### src/rtl/text_console_pkg.sv
// Shared constants and state encoding for the text-mode VRAM writer.
package text_console_pkg;

   localparam int COLS           = 80;
   localparam int ROWS           = 30;
   localparam int WORDS_PER_ROW  = 20;
   localparam int VRAM_WORDS     = 600;
   localparam int COLOR_REG_ADDR = 600;

   localparam logic [6:0] CH_LF = 7'h0A;
   localparam logic [6:0] CH_CR = 7'h0D;
   localparam logic [6:0] CH_BS = 7'h08;

   typedef enum logic [2:0] {
      IDLE,
      PUT,
      SCROLL_RD,
      SCROLL_WR,
      SCROLL_FILL,
      CLEAR
   } state_t;

endpackage

### src/rtl/text_console_writer.sv
// Glyph stream to text VRAM writer with cursor, wrap, scroll and clear.
// Latency: write in the cycle after acceptance; scroll 1180 and clear 600 extra cycles.
// Backpressure: char_ready only in IDLE with no clear pending or arriving.
module text_console_writer #(
   parameter int COLS  = 80,
   parameter int ROWS  = 30,
   parameter int WORDS = COLS*ROWS/4
)(
   input  logic        axi_aclk,
   input  logic        axi_aresetn,
   input  logic        char_valid,
   input  logic [7:0]  char_data,
   output logic        char_ready,
   input  logic        clear_req,
   output logic [9:0]  vram_addr,
   output logic        vram_we,
   output logic [3:0]  vram_be,
   output logic [31:0] vram_wdata,
   input  logic [31:0] vram_rdata,
   output logic [6:0]  cursor_col,
   output logic [4:0]  cursor_row,
   output logic        busy
);
   import text_console_pkg::*;

   localparam logic [9:0] ROW_WORDS = 10'(COLS/4);
   localparam logic [9:0] LAST_WORD = 10'(WORDS-1);
   localparam logic [9:0] LAST_COPY = 10'(WORDS-COLS/4-1);
   localparam logic [6:0] LAST_COL  = 7'(COLS-1);
   localparam logic [4:0] LAST_ROW  = 5'(ROWS-1);

   state_t      state;
   logic        pend;
   logic [6:0]  code;
   logic [9:0]  w;
   logic [31:0] wdata_q;
   logic [11:0] idx;
   logic        clr;
   logic        in_print;
   logic        code_print;
   logic        nl;
   logic [6:0]  col_nx;

   assign clr        = pend || clear_req;
   assign char_ready = axi_aresetn && (state == IDLE) && !clr;
   assign busy       = (state != IDLE);
   assign idx        = ({7'd0, cursor_row} << 6) + ({7'd0, cursor_row} << 4) + {5'd0, cursor_col};
   assign in_print   = (char_data[6:0] >= 7'h20) && (char_data[6:0] <= 7'h7E);
   assign code_print = (code >= 7'h20) && (code <= 7'h7E);
   // Copy data is only valid one cycle after the read address, so it bypasses the register
   assign vram_wdata = (state == SCROLL_WR) ? vram_rdata : wdata_q;

   always_comb begin
      col_nx = cursor_col;
      nl     = 1'b0;
      if (code_print) begin
         if (cursor_col == LAST_COL) begin
            col_nx = 7'd0;
            nl     = 1'b1;
         end else begin
            col_nx = cursor_col + 7'd1;
         end
      end else if (code == CH_LF) begin
         col_nx = 7'd0;
         nl     = 1'b1;
      end else if (code == CH_CR) begin
         col_nx = 7'd0;
      end else if (code == CH_BS) begin
         col_nx = (cursor_col == 7'd0) ? 7'd0 : cursor_col - 7'd1;
      end
   end

   always_ff @(posedge axi_aclk or negedge axi_aresetn) begin
      if (!axi_aresetn) begin
         state      <= IDLE;
         pend       <= 1'b0;
         code       <= 7'd0;
         w          <= 10'd0;
         wdata_q    <= 32'd0;
         vram_addr  <= 10'd0;
         vram_we    <= 1'b0;
         vram_be    <= 4'd0;
         cursor_col <= 7'd0;
         cursor_row <= 5'd0;
      end else begin
         if (clear_req && state != IDLE) pend <= 1'b1;
         case (state)
            IDLE: begin
               if (clr) begin
                  state     <= CLEAR;
                  pend      <= 1'b0;
                  vram_addr <= 10'd0;
                  vram_we   <= 1'b1;
                  vram_be   <= 4'hF;
                  wdata_q   <= 32'd0;
               end else if (char_valid) begin
                  code  <= char_data[6:0];
                  state <= PUT;
                  if (in_print) begin
                     vram_addr <= idx[11:2];
                     vram_be   <= 4'b0001 << idx[1:0];
                     wdata_q   <= {4{char_data}};
                     vram_we   <= 1'b1;
                  end
               end
            end
            PUT: begin
               vram_we    <= 1'b0;
               cursor_col <= col_nx;
               if (nl && cursor_row != LAST_ROW) cursor_row <= cursor_row + 5'd1;
               if (nl && cursor_row == LAST_ROW) begin
                  state     <= SCROLL_RD;
                  w         <= 10'd0;
                  vram_addr <= ROW_WORDS;
               end else if (clr) begin
                  state     <= CLEAR;
                  pend      <= 1'b0;
                  vram_addr <= 10'd0;
                  vram_we   <= 1'b1;
                  vram_be   <= 4'hF;
                  wdata_q   <= 32'd0;
               end else begin
                  state <= IDLE;
               end
            end
            SCROLL_RD: begin
               vram_addr <= w;
               vram_we   <= 1'b1;
               vram_be   <= 4'hF;
               state     <= SCROLL_WR;
            end
            SCROLL_WR: begin
               if (w == LAST_COPY) begin
                  state     <= SCROLL_FILL;
                  vram_addr <= LAST_COPY + 10'd1;
                  wdata_q   <= 32'd0;
               end else begin
                  w         <= w + 10'd1;
                  vram_addr <= w + ROW_WORDS + 10'd1;
                  vram_we   <= 1'b0;
                  state     <= SCROLL_RD;
               end
            end
            SCROLL_FILL: begin
               if (vram_addr == LAST_WORD) begin
                  if (clr) begin
                     state     <= CLEAR;
                     pend      <= 1'b0;
                     vram_addr <= 10'd0;
                  end else begin
                     state   <= IDLE;
                     vram_we <= 1'b0;
                  end
               end else begin
                  vram_addr <= vram_addr + 10'd1;
               end
            end
            CLEAR: begin
               if (vram_addr == LAST_WORD) begin
                  state      <= IDLE;
                  vram_we    <= 1'b0;
                  cursor_col <= 7'd0;
                  cursor_row <= 5'd0;
               end else begin
                  vram_addr <= vram_addr + 10'd1;
               end
            end
            default: state <= IDLE;
         endcase
      end
   end

endmodule

### config.mk
export PLATFORM = sky130hd
export DESIGN_NAME = text_console_writer
export DESIGN_NICKNAME = d
export VERILOG_FILES = /design/src/rtl/text_console_pkg.sv /design/src/rtl/text_console_writer.sv
export SDC_FILE = /design/constraint.sdc
export NUM_CORES = 1
export LEC_CHECK = 0
export CAP_MARGIN = 0
export CORE_MARGIN = 2
export CORE_UTILIZATION = 50
export DETAILED_ROUTE_END_ITERATION = 8
export GPL_TIMING_DRIVEN = 0
export PLACE_DENSITY = 0.81
export SYNTH_ARGS = -nofsm -noshare
export SYNTH_HDL_FRONTEND = slang
export SYNTH_SLANG_ARGS = --single-unit
### constraint.sdc
create_clock -name axi_aclk -period 5.3 [get_ports axi_aclk]
set_clock_uncertainty 0.1 [all_clocks]
set_input_delay 0.53 -clock axi_aclk [delete_from_list [all_inputs] [get_ports axi_aclk]]
set_output_delay 0.53 -clock axi_aclk [all_outputs]
set_load 0.02 [all_outputs]
==> flow_summary.ini <==
[routing]
drt_first_iter_violations = 381
routedWlPerCell_um = 16.3
routed-via-count = 4432
wl_met2_mm = 6.16
wl_mm = 12.3
m1WireLength_mm = 5.22
avgViaCountPerCell = 5.88
remaining_drc_errors = 0
antenna_violating_nets_post_route = 0
met3RoutedLength_um = 566
drtPass1Iterations = 7
top_layer = met4

[die]
ios = 105
chipWidth_um = 96.7
rows = 33
floorplan.die_area_um2 = 9350
core_area_um2 = 8260
chipHeight_um = 96.7
initial_util_pct = 52.0

[layout]
final_core_util_pct = 68.0
post-route-cell-area_um2 = 5610
layout-drive-gt1-share_pct = 6.63
layout.nets = 712
antenna-diode-count = 0
areaGrowthSynthToFinish_pct = 30.7
layout.cells.most_common = nand2_1
layout_common_cells = nand2_1 (119), clkdlybuf4s50_1 (103), dfrtp_1 (56)

[synth]
ys_seq_elements = 56
synth-seq-area-share_pct = 32.6
yosys.cell_types.count = 73
synth.yosys.warnings = 0
synth_edf_count = 0
mapped_avg_cell_area_um2 = 8.03
syn-cell-area_um2 = 4300
synth_cells = 535
synth.net_count = 599
synth_top_flop_cell = dfrtp_1
ys_async_sr_fraction_pct = 100

[grt]
globalRoute.totalOverflow = 0
groute.usage.overall_pct = 26.2
grt_pass1_wl_mm = 20.8
first_global_vias = 4289
antenna_violations_before_repair = 0
grt_max_degree = 30

[clocking]
clk_latency_ps = 320
post-cts-setup-buffer-count = 0
cts_sinks = 56
cts-htree-levels = 2
cts-hold-fix-buffers = 0
clock_pin_slew_on_the_worst_setup_and_hold_paths_ps = 110
max_clock_buf_depth = 2
cts-root-buf = clkbuf_8
cts_buffers = 5
tritoncts = built
ctsResizeCount = 0

[power_and_ir_drop]
vdd_drop_max_v = 0.000114
power_w = 0.000902
power_leakage_nw = 2.36
p_per_area_nw_per_um2 = 161

[placed_design]
post_dp_cell_area_um2 = 5480
port_buffers = 104
place_congestion = 0.984
post-dp-hpwl_mm = 9.54

[worst_setup_path]
critPathLaunch = state[2]
worst_path_required_time_ps = 4670
critical_path.startpoint_type = flip-flop
path_class = reg2out
worst_r2r_startpoint = w[0]
critPathCapture = vram_wdata[17]
kind_of_end_point_of_the_critical_path = primary output
worst-r2r-setup-slack_ps = 2400
worstPathMaxFanout = 10
worstRegToRegCells = 7
timing.rr.end = w[9]
critPathArrivalTime_ps = 3080

[sta]
setup_viol = 0
pin_slew_with_the_least_headroom_to_its_limit_ps = 1150
period_minus_slack_ps = 3710
fmax_mhz = 270
relSlewSlack_pct = 22.8
hold_viol_final = 0
final-max-slew-violation-count = 0
tns_ps = 0
rsz0062_at_grt = no
hold_ws_ps = 140
finalCritPeriodShare_pct = 70.0

[status]
run_status = completed

[hold_path]
min-delay-path-class = in2async

[run]
number_of_maximum_capacitance_constraint_violations = 0
## metrics by stage
step | setup WS (ps) | cells
after floorplan | 2630 | 535
after global placement | 869 | 744
after detailed placement | 2000 | 745
after CTS | 1620 | 753
after global routing | 1410 | 754
final | 1590 | 754
## cell usage after synthesis (3+ instances only)
cell type,count,area (µm²)
a21oi_1,23,115
mux2_2,11,124
nor2_1,32,120
nand2_1,119,447
o41ai_1,4,35.0
clkbuf_1,16,60.1
nand2b_1,7,43.8
nand3_1,14,70.1
o22ai_1,8,50.1
mux2i_1,8,80.1
or3_1,5,31.3
xor2_1,7,61.3
nor3_1,17,85.1
and3_1,8,50.1
nor4_1,3,18.8
nor3b_1,3,22.5
dfrtp_1,56,1400
o21a_1,3,22.5
buf_2,4,20.0
inv_1,31,116
o211ai_1,3,22.5
o31ai_1,5,37.5
a22o_1,4,35.0
nor2b_1,3,18.8
xnor2_1,10,87.6
buf_1,3,11.3
a21o_1,4,30.0
o311ai_0,3,26.3
a211oi_1,5,37.5
a31oi_1,6,37.5
ha_1,18,225
nand4_1,8,50.1
and2_1,5,31.3
o21ai_0,30,150
## metal layers
layer / track usage, % / vias to the layer above
li1: - / 2138
met1: 35.1 / 2110
met2: 44.3 / 153
met3: 2.89 / 31
met4: 8.99 / 0
met5: 0 / -
## worst min path at each step
stage                              end  slack (ps)  cells after the start
after global routing              w[9]         190                      1
after detailed placement    vram_be[0]         390                      1
after CTS                 vram_addr[9]         160                      1
after global placement      vram_be[1]         390                      1
final                             w[9]         140                      1
after floorplan                code[0]         130                      0
## report_power, final
part | total (W) | internal [W] | switching (W) | leakage, nW
combinational | 0.000150 | 0.0000757 | 0.0000745 | 1.56
sequential | 0.000440 | 0.000434 | 0.00000595 | 0.726
clock | 0.000312 | 0.000167 | 0.000145 | 0.0645
## flip-flops by register name, summed over array words and instances (netlist names)
register / cells
vram_addr: 10
vram_be: 4
cursor_col: 7
cursor_row: 5
state: 3
code: 7
pend: 1
vram_we: 1
w: 10
wdata_q: 8
## worst max-delay path, stage by stage (launching register included)
cell,delay (ps)
dfrtp_1,450
nor2b_1,310
and2_0,340
clkbuf_1,390
buf_1,430
nand2_1,130
nand2_1,100
clkdlybuf4s50_1,620
## layout make-up
| type | count | area [µm²] |
|---|---|---|
| Tap cell | 105 | 131 |
| Multi-Input combinational cell | 424 | 2680 |
| Timing Repair Buffer | 106 | 1060 |
| Fill cell | 701 | 2640 |
| Buffer | 24 | 103 |
| Clock inverter | 1 | 30.0 |
| Inverter | 31 | 116 |
| Clock buffer | 7 | 96.3 |
| Sequential cell | 56 | 1400 |
## logic make-up (layout without fill, tap and decap cells)
family | count (synthesis) | in the layout | synth area share, %
xor gates and xnor gates | 17 | 17 | 3.47
and+or+nand+nor | 238 | 238 | 26.3
muxes | 19 | 19 | 4.75
buffers and inverters | 55 | 169 | 5.10
DFF | 56 | 56 | 32.6
AOI/OAI and AO/OA | 130 | 130 | 21.6
adders and majority gates | 20 | 20 | 6.18
(Power assumes the default switching activity.)
